`src/rtl/controllo_pkg.sv`:
```
// Shared types and codes for the multicycle controller: FSM states,
// ALUControl encodings, data-processing cmd codes and condition codes.
package controllo_pkg;

    typedef enum logic [3:0] {
        S_FETCH    = 4'd0,
        S_DECODE   = 4'd1,
        S_MEMADR   = 4'd2,
        S_MEMREAD  = 4'd3,
        S_MEMWB    = 4'd4,
        S_MEMWRITE = 4'd5,
        S_EXECUTER = 4'd6,
        S_EXECUTEI = 4'd7,
        S_ALUWB    = 4'd8,
        S_BRANCH   = 4'd9
    } stato_t;

    localparam logic [1:0] OP_DP  = 2'b00;
    localparam logic [1:0] OP_MEM = 2'b01;
    localparam logic [1:0] OP_BR  = 2'b10;

    localparam logic [2:0] ALU_ADD = 3'b000;
    localparam logic [2:0] ALU_SUB = 3'b001;
    localparam logic [2:0] ALU_AND = 3'b010;
    localparam logic [2:0] ALU_ORR = 3'b011;
    localparam logic [2:0] ALU_EOR = 3'b100;
    localparam logic [2:0] ALU_MOV = 3'b101;

    localparam logic [3:0] CMD_AND = 4'b0000;
    localparam logic [3:0] CMD_EOR = 4'b0001;
    localparam logic [3:0] CMD_SUB = 4'b0010;
    localparam logic [3:0] CMD_ADD = 4'b0100;
    localparam logic [3:0] CMD_CMP = 4'b1010;
    localparam logic [3:0] CMD_ORR = 4'b1100;
    localparam logic [3:0] CMD_MOV = 4'b1101;

    localparam logic [3:0] COND_EQ = 4'b0000;
    localparam logic [3:0] COND_NE = 4'b0001;
    localparam logic [3:0] COND_CS = 4'b0010;
    localparam logic [3:0] COND_CC = 4'b0011;
    localparam logic [3:0] COND_MI = 4'b0100;
    localparam logic [3:0] COND_PL = 4'b0101;
    localparam logic [3:0] COND_VS = 4'b0110;
    localparam logic [3:0] COND_VC = 4'b0111;
    localparam logic [3:0] COND_HI = 4'b1000;
    localparam logic [3:0] COND_LS = 4'b1001;
    localparam logic [3:0] COND_GE = 4'b1010;
    localparam logic [3:0] COND_LT = 4'b1011;
    localparam logic [3:0] COND_GT = 4'b1100;
    localparam logic [3:0] COND_LE = 4'b1101;
    localparam logic [3:0] COND_AL = 4'b1110;

endpackage

```
`src/rtl/controllo_multiciclo_valuta_condizione.sv`:
```
// Combinational ARM condition evaluator: CondEx is 1 when Cond holds for
// the given {N,Z,C,V}; the reserved code 1111 never holds.
module valuta_condizione
    import controllo_pkg::*;
(
    input  logic [3:0] Cond,
    input  logic [3:0] NZCV,
    output logic       CondEx
);

    logic n, z, c, v;

    assign n = NZCV[3];
    assign z = NZCV[2];
    assign c = NZCV[1];
    assign v = NZCV[0];

    always_comb begin
        CondEx = 1'b0;
        case (Cond)
            COND_EQ: CondEx = z;
            COND_NE: CondEx = ~z;
            COND_CS: CondEx = c;
            COND_CC: CondEx = ~c;
            COND_MI: CondEx = n;
            COND_PL: CondEx = ~n;
            COND_VS: CondEx = v;
            COND_VC: CondEx = ~v;
            COND_HI: CondEx = c & ~z;
            COND_LS: CondEx = ~c | z;
            COND_GE: CondEx = ~(n ^ v);
            COND_LT: CondEx = n ^ v;
            COND_GT: CondEx = ~z & ~(n ^ v);
            COND_LE: CondEx = z | (n ^ v);
            COND_AL: CondEx = 1'b1;
            default: CondEx = 1'b0;
        endcase
    end

endmodule

```
`src/rtl/controllo_multiciclo.sv`:
```
// Multicycle ARM-subset control unit: Moore FSM sequencing fetch, decode,
// memory, data-processing and branch steps, plus the NZCV and CondEx registers.
module controllo_multiciclo
    import controllo_pkg::*;
#(
    parameter int ALUCTRL_W   = 2,
    parameter bit HAS_NOWRITE = 1'b1
) (
    input  logic                 CLK,
    input  logic                 RST_N,
    input  logic [3:0]           Cond,
    input  logic [1:0]           Op,
    input  logic [5:0]           Funct,
    input  logic [3:0]           Rd,
    input  logic [3:0]           ALUFlags,
    input  logic                 MemReady,
    output logic                 PCWrite,
    output logic                 IRWrite,
    output logic                 MemWrite,
    output logic                 RegWrite,
    output logic                 AdrSrc,
    output logic                 ALUSrcA,
    output logic [1:0]           ALUSrcB,
    output logic [1:0]           ResultSrc,
    output logic [1:0]           ImmSrc,
    output logic [1:0]           RegSrc,
    output logic [ALUCTRL_W-1:0] ALUControl,
    output logic [3:0]           state_dbg,
    output logic [3:0]           nzcv_dbg,
    output logic                 cond_ex_dbg
);

    stato_t     state, state_next;
    logic [3:0] nzcv;
    logic       cond_ex, cond_ex_reg;

    logic [2:0] dp_alu, alu_sel;
    logic       dp_sup, dp_arith, dp_nowrite, wb_ok;
    logic       pc_w, ir_w, mem_w, reg_w;

    valuta_condizione u_cond (
        .Cond   (Cond),
        .NZCV   (nzcv),
        .CondEx (cond_ex)
    );

    // cmd decode; codes not available in this configuration fall back to ADD
    // and are marked unsupported so ALUWB never writes their result.
    always_comb begin
        dp_alu     = ALU_ADD;
        dp_sup     = 1'b0;
        dp_arith   = 1'b0;
        dp_nowrite = 1'b0;
        case (Funct[4:1])
            CMD_ADD: begin dp_alu = ALU_ADD; dp_sup = 1'b1; dp_arith = 1'b1; end
            CMD_SUB: begin dp_alu = ALU_SUB; dp_sup = 1'b1; dp_arith = 1'b1; end
            CMD_AND: begin dp_alu = ALU_AND; dp_sup = 1'b1; end
            CMD_ORR: begin dp_alu = ALU_ORR; dp_sup = 1'b1; end
            CMD_CMP: if (HAS_NOWRITE) begin
                dp_alu = ALU_SUB; dp_sup = 1'b1; dp_arith = 1'b1; dp_nowrite = 1'b1;
            end
            CMD_EOR: if (ALUCTRL_W == 3) begin dp_alu = ALU_EOR; dp_sup = 1'b1; end
            CMD_MOV: if (ALUCTRL_W == 3) begin dp_alu = ALU_MOV; dp_sup = 1'b1; end
            default: ;
        endcase
    end

    assign wb_ok = cond_ex_reg & dp_sup & ~dp_nowrite;

    always_ff @(posedge CLK or negedge RST_N) begin
        if (!RST_N) state <= S_FETCH;
        else        state <= state_next;
    end

    always_comb begin
        state_next = S_FETCH;
        case (state)
            S_FETCH:    state_next = MemReady ? S_DECODE : S_FETCH;
            S_DECODE: begin
                case (Op)
                    OP_MEM:  state_next = S_MEMADR;
                    OP_DP:   state_next = Funct[5] ? S_EXECUTEI : S_EXECUTER;
                    OP_BR:   state_next = S_BRANCH;
                    default: state_next = S_FETCH;
                endcase
            end
            S_MEMADR:   state_next = Funct[0] ? S_MEMREAD : S_MEMWRITE;
            S_MEMREAD:  state_next = MemReady ? S_MEMWB : S_MEMREAD;
            S_MEMWB:    state_next = S_FETCH;
            S_MEMWRITE: state_next = MemReady ? S_FETCH : S_MEMWRITE;
            S_EXECUTER: state_next = S_ALUWB;
            S_EXECUTEI: state_next = S_ALUWB;
            S_ALUWB:    state_next = S_FETCH;
            S_BRANCH:   state_next = S_FETCH;
            default:    state_next = S_FETCH;
        endcase
    end

    always_comb begin
        pc_w      = 1'b0;
        ir_w      = 1'b0;
        mem_w     = 1'b0;
        reg_w     = 1'b0;
        AdrSrc    = 1'b0;
        ALUSrcA   = 1'b0;
        ALUSrcB   = 2'b00;
        ResultSrc = 2'b00;
        alu_sel   = ALU_ADD;
        case (state)
            S_FETCH: begin
                ALUSrcA = 1'b1; ALUSrcB = 2'b10; ResultSrc = 2'b10;
                ir_w = MemReady; pc_w = MemReady;
            end
            S_DECODE:   begin ALUSrcA = 1'b1; ALUSrcB = 2'b10; end
            S_MEMADR:   ALUSrcB = 2'b01;
            S_MEMREAD:  AdrSrc = 1'b1;
            S_MEMWB:    begin ResultSrc = 2'b01; reg_w = cond_ex_reg; end
            S_MEMWRITE: begin AdrSrc = 1'b1; mem_w = cond_ex_reg; end
            S_EXECUTER: alu_sel = dp_alu;
            S_EXECUTEI: begin ALUSrcB = 2'b01; alu_sel = dp_alu; end
            S_ALUWB:    begin reg_w = wb_ok; pc_w = wb_ok & (Rd == 4'd15); end
            S_BRANCH: begin
                ALUSrcB = 2'b01; ResultSrc = 2'b10; pc_w = cond_ex_reg;
            end
            default: ;
        endcase
    end

    // Strobes are forced low while reset is held, even in FETCH with MemReady=1.
    assign PCWrite    = pc_w & RST_N;
    assign IRWrite    = ir_w & RST_N;
    assign MemWrite   = mem_w & RST_N;
    assign RegWrite   = reg_w & RST_N;
    assign ALUControl = ALUCTRL_W'(alu_sel);
    assign ImmSrc     = Op;
    assign RegSrc     = {Op == OP_MEM, Op == OP_BR};

    // CondEx is frozen at DECODE; flags update at the end of the execute step.
    always_ff @(posedge CLK or negedge RST_N) begin
        if (!RST_N) begin
            nzcv        <= 4'b0000;
            cond_ex_reg <= 1'b0;
        end else begin
            if (state == S_DECODE) cond_ex_reg <= cond_ex;
            if ((state == S_EXECUTER || state == S_EXECUTEI) && cond_ex_reg && Funct[0]) begin
                nzcv[3:2] <= ALUFlags[3:2];
                if (dp_arith) nzcv[1:0] <= ALUFlags[1:0];
            end
        end
    end

    assign state_dbg   = state;
    assign nzcv_dbg    = nzcv;
    assign cond_ex_dbg = cond_ex_reg;

endmodule

```
`config.mk`:
```
export PLATFORM = sky130hd
export DESIGN_NAME = controllo_multiciclo
export DESIGN_NICKNAME = d
export VERILOG_FILES = /design/src/rtl/controllo_pkg.sv /design/src/rtl/controllo_multiciclo_valuta_condizione.sv /design/src/rtl/controllo_multiciclo.sv
export SDC_FILE = /design/constraint.sdc
export NUM_CORES = 1
export LEC_CHECK = 0
export ABC_AREA = 1
export BUFFER_PORTS_ARGS = -buffer_cell sky130_fd_sc_hd__buf_2
export CORE_MARGIN = 5
export CORE_UTILIZATION = 44
export CTS_BUF_LIST = sky130_fd_sc_hd__clkbuf_16
export CTS_CLUSTER_DIAMETER = 120
export DETAILED_ROUTE_END_ITERATION = 8
export PLACE_DENSITY = 0.8
export RECOVER_POWER = 100
export SETUP_SLACK_MARGIN = 0.2
export SLEW_MARGIN = 20
export SYNTH_ARGS = -nofsm -noshare
export SYNTH_HDL_FRONTEND = slang
export SYNTH_SLANG_ARGS = --single-unit
```
`constraint.sdc`:
```
create_clock -name CLK -period 1.6 [get_ports CLK]
set_input_delay 0 -clock CLK [delete_from_list [all_inputs] [get_ports CLK]]
set_output_delay 0 -clock CLK [all_outputs]
set_load 0.02 [all_outputs]
```
# [Word-level counts from Yosys, hierarchy flattened]
# Cells that the tools add are included.
[word_totals] reg_bits=9 input_bits=23 output_inout_bits=25 wordCells=89
[classes] n_eq_ne=30 mux=21 n_bitwise=18 n_reduce_logical=16
[ops] operator="4-bit == test (second input constant)" count=12
[ops] operator="4-bit by 3-bit == test with 1-bit output (second input constant)" count=9
[ops] operator="4-bit case mux with 6 select lines" count=1
[ops] operator="4-bit by 2-bit == test with 1-bit output (second input constant)" count=5
[ops] operator="1-bit case mux with 15 select lines" count=1
[ops] operator="4-bit logical NOT" count=3
[ops] operator="4-bit case mux with 3 select lines" count=1
[ops] operator="2-bit OR reduction" count=5
[ops] operator="1-bit bitwise AND" count=9
[ops] operator="1-bit two-way mux" count=9
[ops] operator="3-bit two-way mux" count=3
[ops] operator="4-bit by 1-bit == test with 1-bit output (second input constant)" count=2
[ops] operator="2-bit case mux with 2 select lines" count=2
[ops] operator="1-bit NOT" count=6
[ops] operator="2-bit case mux with 3 select lines" count=1
[ops] operator="3-bit OR reduction" count=2
[ops] operator="5-bit OR reduction" count=1
[ops] operator="1-bit case mux with 3 select lines" count=1
[ops] operator="2-bit by 1-bit == test with 1-bit output (second input constant)" count=1
[ops] operator="2-bit == test (second input constant)" count=1
[ops] operator="1-bit logical AND" count=2
[ops] operator="2-bit logical NOT" count=1
[ops] operator="2-bit two-way mux" count=1
[ops] operator="1-bit bitwise OR" count=2
[ops] operator="4 further kinds" count=4

# [Longest topological paths before layout]
[logic_depth] ltp_word=8 mapped_depth=10

# [Modules after synthesis]
# Synthesis repeated with hierarchy kept, for this count alone.
[hier_totals] cells_unflattened=160 hier_area_um2=938.4
[modules_own_cells] module="controllo_multiciclo" instances=1 cells_per_inst=105 area_per_inst_um2=709.4 seq_area_each_um2=225.2
[modules_own_cells] module="valuta_condizione" instances=1 cells_per_inst=55 area_per_inst_um2=229.0 seq_area_each_um2=0.0

# [Worst setup path before layout]
# Ideal clock, no wire load.
[synth_path] kind="reg2out" from="register state[1], in the netlist state_dbg[1]" to="output port PCWrite" arrival_time_ns=1.429 path_slack_ns=0.171 stages_incl_launch_ff=7 n_path_buf=1 cell_sequence="dfrtp_1 -> buf_2 -> nor2_2 -> nand3_1 -> nor2_1 -> nand3b_1 -> a21oi_1"
[synth_via] elab_chain_cells=3 word_cells_on_any_way=5 cone_classes="eq/ne: 2; mux: 1; bitwise: 1; reduce/logical: 1"
[synth_rtl] item="start, declared" line="controllo_multiciclo.sv:33" source="stato_t state, state_next;"
[synth_rtl] item="start signal, assigned" line="controllo_multiciclo.sv:72" source="else state <= state_next;"
[synth_rtl] item="4-bit == test or 4-bit logical NOT (tied branches)" line="controllo_multiciclo.sv:109" source="case (state)"
[synth_rtl] item="1-bit case mux with 3 select lines *" line="controllo_multiciclo.sv:109"
[synth_rtl] item="1-bit bitwise AND *" line="controllo_multiciclo.sv:130" source="assign PCWrite = pc_w & RST_N;"
[synth_rtl] item="end, declared" line="controllo_multiciclo.sv:17" source="output logic PCWrite,"
# Every way passes the cells marked *; elsewhere a longest branch is shown, timed or not.

# [Worst setup path in the final report]
# Same ends and word-level chain as after synthesis.

==> impl_metrics.py <==
metrics = {
    "sta": {
        "finalSetupViolCount": 0,
        "fin_skew_ns": 0.003489,
        "tightest_slew_ns": 0.4432,
        "fin_tns_setup_ns": 0,
        "fin_crit_ns": 1.454,
        "fin_crit_sh_pct": 90.90,
        "fmax_mhz": 687.5,
        "rsz0062_at_grt": "yes",
        "finalHoldViolCount": 0,
        "drv_slew": 0,
        "max_slew_margin_pct": 70.36,
    },
    "synth": {
        "yosysWarnings": 0,
        "synth_cell_types": 25,
        "yosys_register_bits": 9,
        "ys_top_cells_by_area": "dfrtp_1 25%, nand2_1 15%, nand3_1 12%",
        "ys.flop_type": "dfrtp_1",
        "yosysTopAreaCell": "dfrtp_1",
        "synth_top_area_share_pct": 25.03,
        "synth.most_common_cell": "nand2_1",
        "async_reset_ff_share_pct": 100.0,
        "syn_inst": 149,
        "avgSynthCellArea_um2": 6.038,
        "syn-cell-area_um2": 899.6,
        "synth-edff-count": 0,
        "syn_nets": 172,
        "synth-seq-area-share_pct": 25.03,
        "synth_commonest_cells": "37 x nand2_1, 24 x nor2_1, 21 x nand3_1, 16 x inv_1, 9 x dfrtp_1",
    },
    "power": {
        "cellLeakagePower_nw": 0.7845,
        "p_total_mw": 2.157,
        "irDropWorstVdd_uv": 939.5,
        "p_per_area_mw_per_mm2": 1538,
    },
    "placement": {
        "gp_congestion": 0.8209,
        "dp.final_hpwl_um": 2167,
        "dp_cells": 220,
        "portBuffers": 47,
        "place_area_mm2": 0.001152,
    },
    "critical_path": {
        "timing.rr.end": "nzcv_dbg[1]",
        "path_class": "register to primary output",
        "worstPathArrival_ns": 1.45,
        "start_kind": "register",
        "rrSetupSlack_ns": 0.17,
        "cp_max_fo": 4,
        "cp.required_ns": 1.60,
        "cp-endpoint": "PCWrite",
        "setup.worst_path.start": "state_dbg[1]",
        "end_kind": "primary output",
        "reg2reg_from": "state_dbg[2]",
        "reg2regPathDepth": 7,
    },
    "detailed_routing": {
        "drt_pass1_iterations": 4,
        "vias": 1241,
        "routed_via_density": 5.171,
        "routedWlPerCell_um": 12.72,
        "wl_um": 3052,
        "drc": 0,
        "drtIter0Drc": 27,
        "postRouteAntennaNets": 0,
    },
    "clock_network": {
        "cts_num_sinks": 9,
        "clk_latency_ns": 0.24,
        "clockBufferDepth": 2,
        "cts_tree": "built",
        "path_clk_slew_ns": 0.04,
        "cts_root_buffer": "clkbuf_16",
        "h-tree-depth": 1,
        "cts_buffers": 3,
    },
    "finish": {
        "fin_area_mm2": 0.001403,
        "final.fill_count": 180,
        "final_cell_count_no_fill": 240,
        "drive_gt1_share_pct": 35.21,
        "nNetsFinal": 237,
        "diodes": 0,
        "final_core_util_pct": 71.49,
        "area_growth_pct": 55.91,
    },
    "global_route": {
        "grt_start_max_net_pins": 10,
        "grt.overflow.total": 0,
        "antenna_found_initial": 0,
        "grt_pass1_vias": 1199,
        "grtUsageTotal_pct": 18.86,
        "grt_pass1_wl_um": 4802,
    },
    "die": {
        "die_h_um": 55.22,
        "io_pins": 48,
        "initial_core_util_pct": 45.85,
        "core_mm2": 0.001962,
        "die_area_mm2": 0.003049,
        "die_x_um": 55.22,
        "row_count": 16,
    },
    "worst_hold_path": {
        "hold_depth": 3,
        "hp-class": "input pin to register",
    },
    "run": {
        "timing.max_cap.violations": 0,
    },
    "outcome": {
        "outcome": "complete, no violations",
    },
}
## power breakdown
group          switching (mW)  internal (mW)  leakage (nW)
Sequential              0.136          0.309         0.105
Combinational           0.765          0.504         0.637
Clock                   0.115          0.327        0.0423
## critical path, cell delays in order (launching register included)
cell,delay (ns)
dfrtp_1,0.47
nor2_4,0.19
nand3_2,0.10
o21ai_1,0.13
inv_1,0.07
a21oi_2,0.11
buf_4,0.15
## cell type report
cell class	count	area [um2]	share of cell area (%)
clock inverters	1	3.754	0.2676
clock buffers	3	75.07	5.352
multi-input cells	111	581.8	41.48
repair buffers	63	356.6	25.42
flip-flops and latches	9	226.5	16.15
well taps	27	33.78	2.409
inverters	26	125.1	8.921
## cell families (layout without fill, tap and decap cells)
family                 after synthesis  count (layout)  synth area share, %
AO/OA/AOI/OAI                       16              16                10.01
buffers and inverters               29              93                16.13
flip-flops                           9               9                25.04
AND/OR/NAND/NOR                     95              95                48.82
## worst min-delay path by stage
stage | from | to
after global routing | ALUFlags[3] | nzcv_dbg[3]
after CTS | ALUFlags[2] | nzcv_dbg[2]
after global placement | RST_N | cond_ex_dbg
after detailed placement | RST_N | cond_ex_dbg
final | ALUFlags[3] | nzcv_dbg[3]
after floorplan | RST_N | cond_ex_dbg
## stage by stage
step | setup slack (ns) | hold WS, ns
CTS | 0.1672 | 0.008001
global route | 0.03797 | 0.01241
global placement | 0.3289 | -0.1133
floorplan | 0.2568 | -0.2956
detailed placement | 0.2853 | -0.1095
finish | 0.1455 | 0.006341
## registers in the layout, indices dropped and copies added, names as in the netlist
name / cells
nzcv_dbg: 4
state_dbg: 4
cond_ex_dbg: 1
## layer usage
| metal | part of all wire [%] | GRT usage, % | routed length, um | up-vias |
|---|---|---|---|---|
| met5 | 0 | 0 | 0 | - |
| met4 | 2.9 | 8.681 | 87 | 0 |
| met3 | 7.7 | 4.895 | 234 | 9 |
| met2 | 49 | 33.95 | 1508 | 57 |
| met1 | 40 | 20.34 | 1221 | 569 |
| li1 | - | - | - | 606 |
## layout by cell type, fill, tap and decap left out, drive strengths merged
cell and instances:
o221ai 1, o21ai 6, o211ai 1, buf 46, nand3 21, o31ai 1, bufinv 2, dfrtp 9
nor2 28, dlygate4sd3 2, inv 25, a21oi 6, nand4 1, nor3 4, nand2 39, o22ai 1
clkbuf 18, nand3b 2
## what timing repair did
action                                  4_1_cts  5_1_grt
endpoints found under the setup margin        3        6
setup buffers                                 4       10
endpoints found under the hold margin        10        0
hold buffers                                  2        0
resized for setup                            10       10
pin swaps                                     1       10
Note: power is estimated with default switching activity, not from simulation.
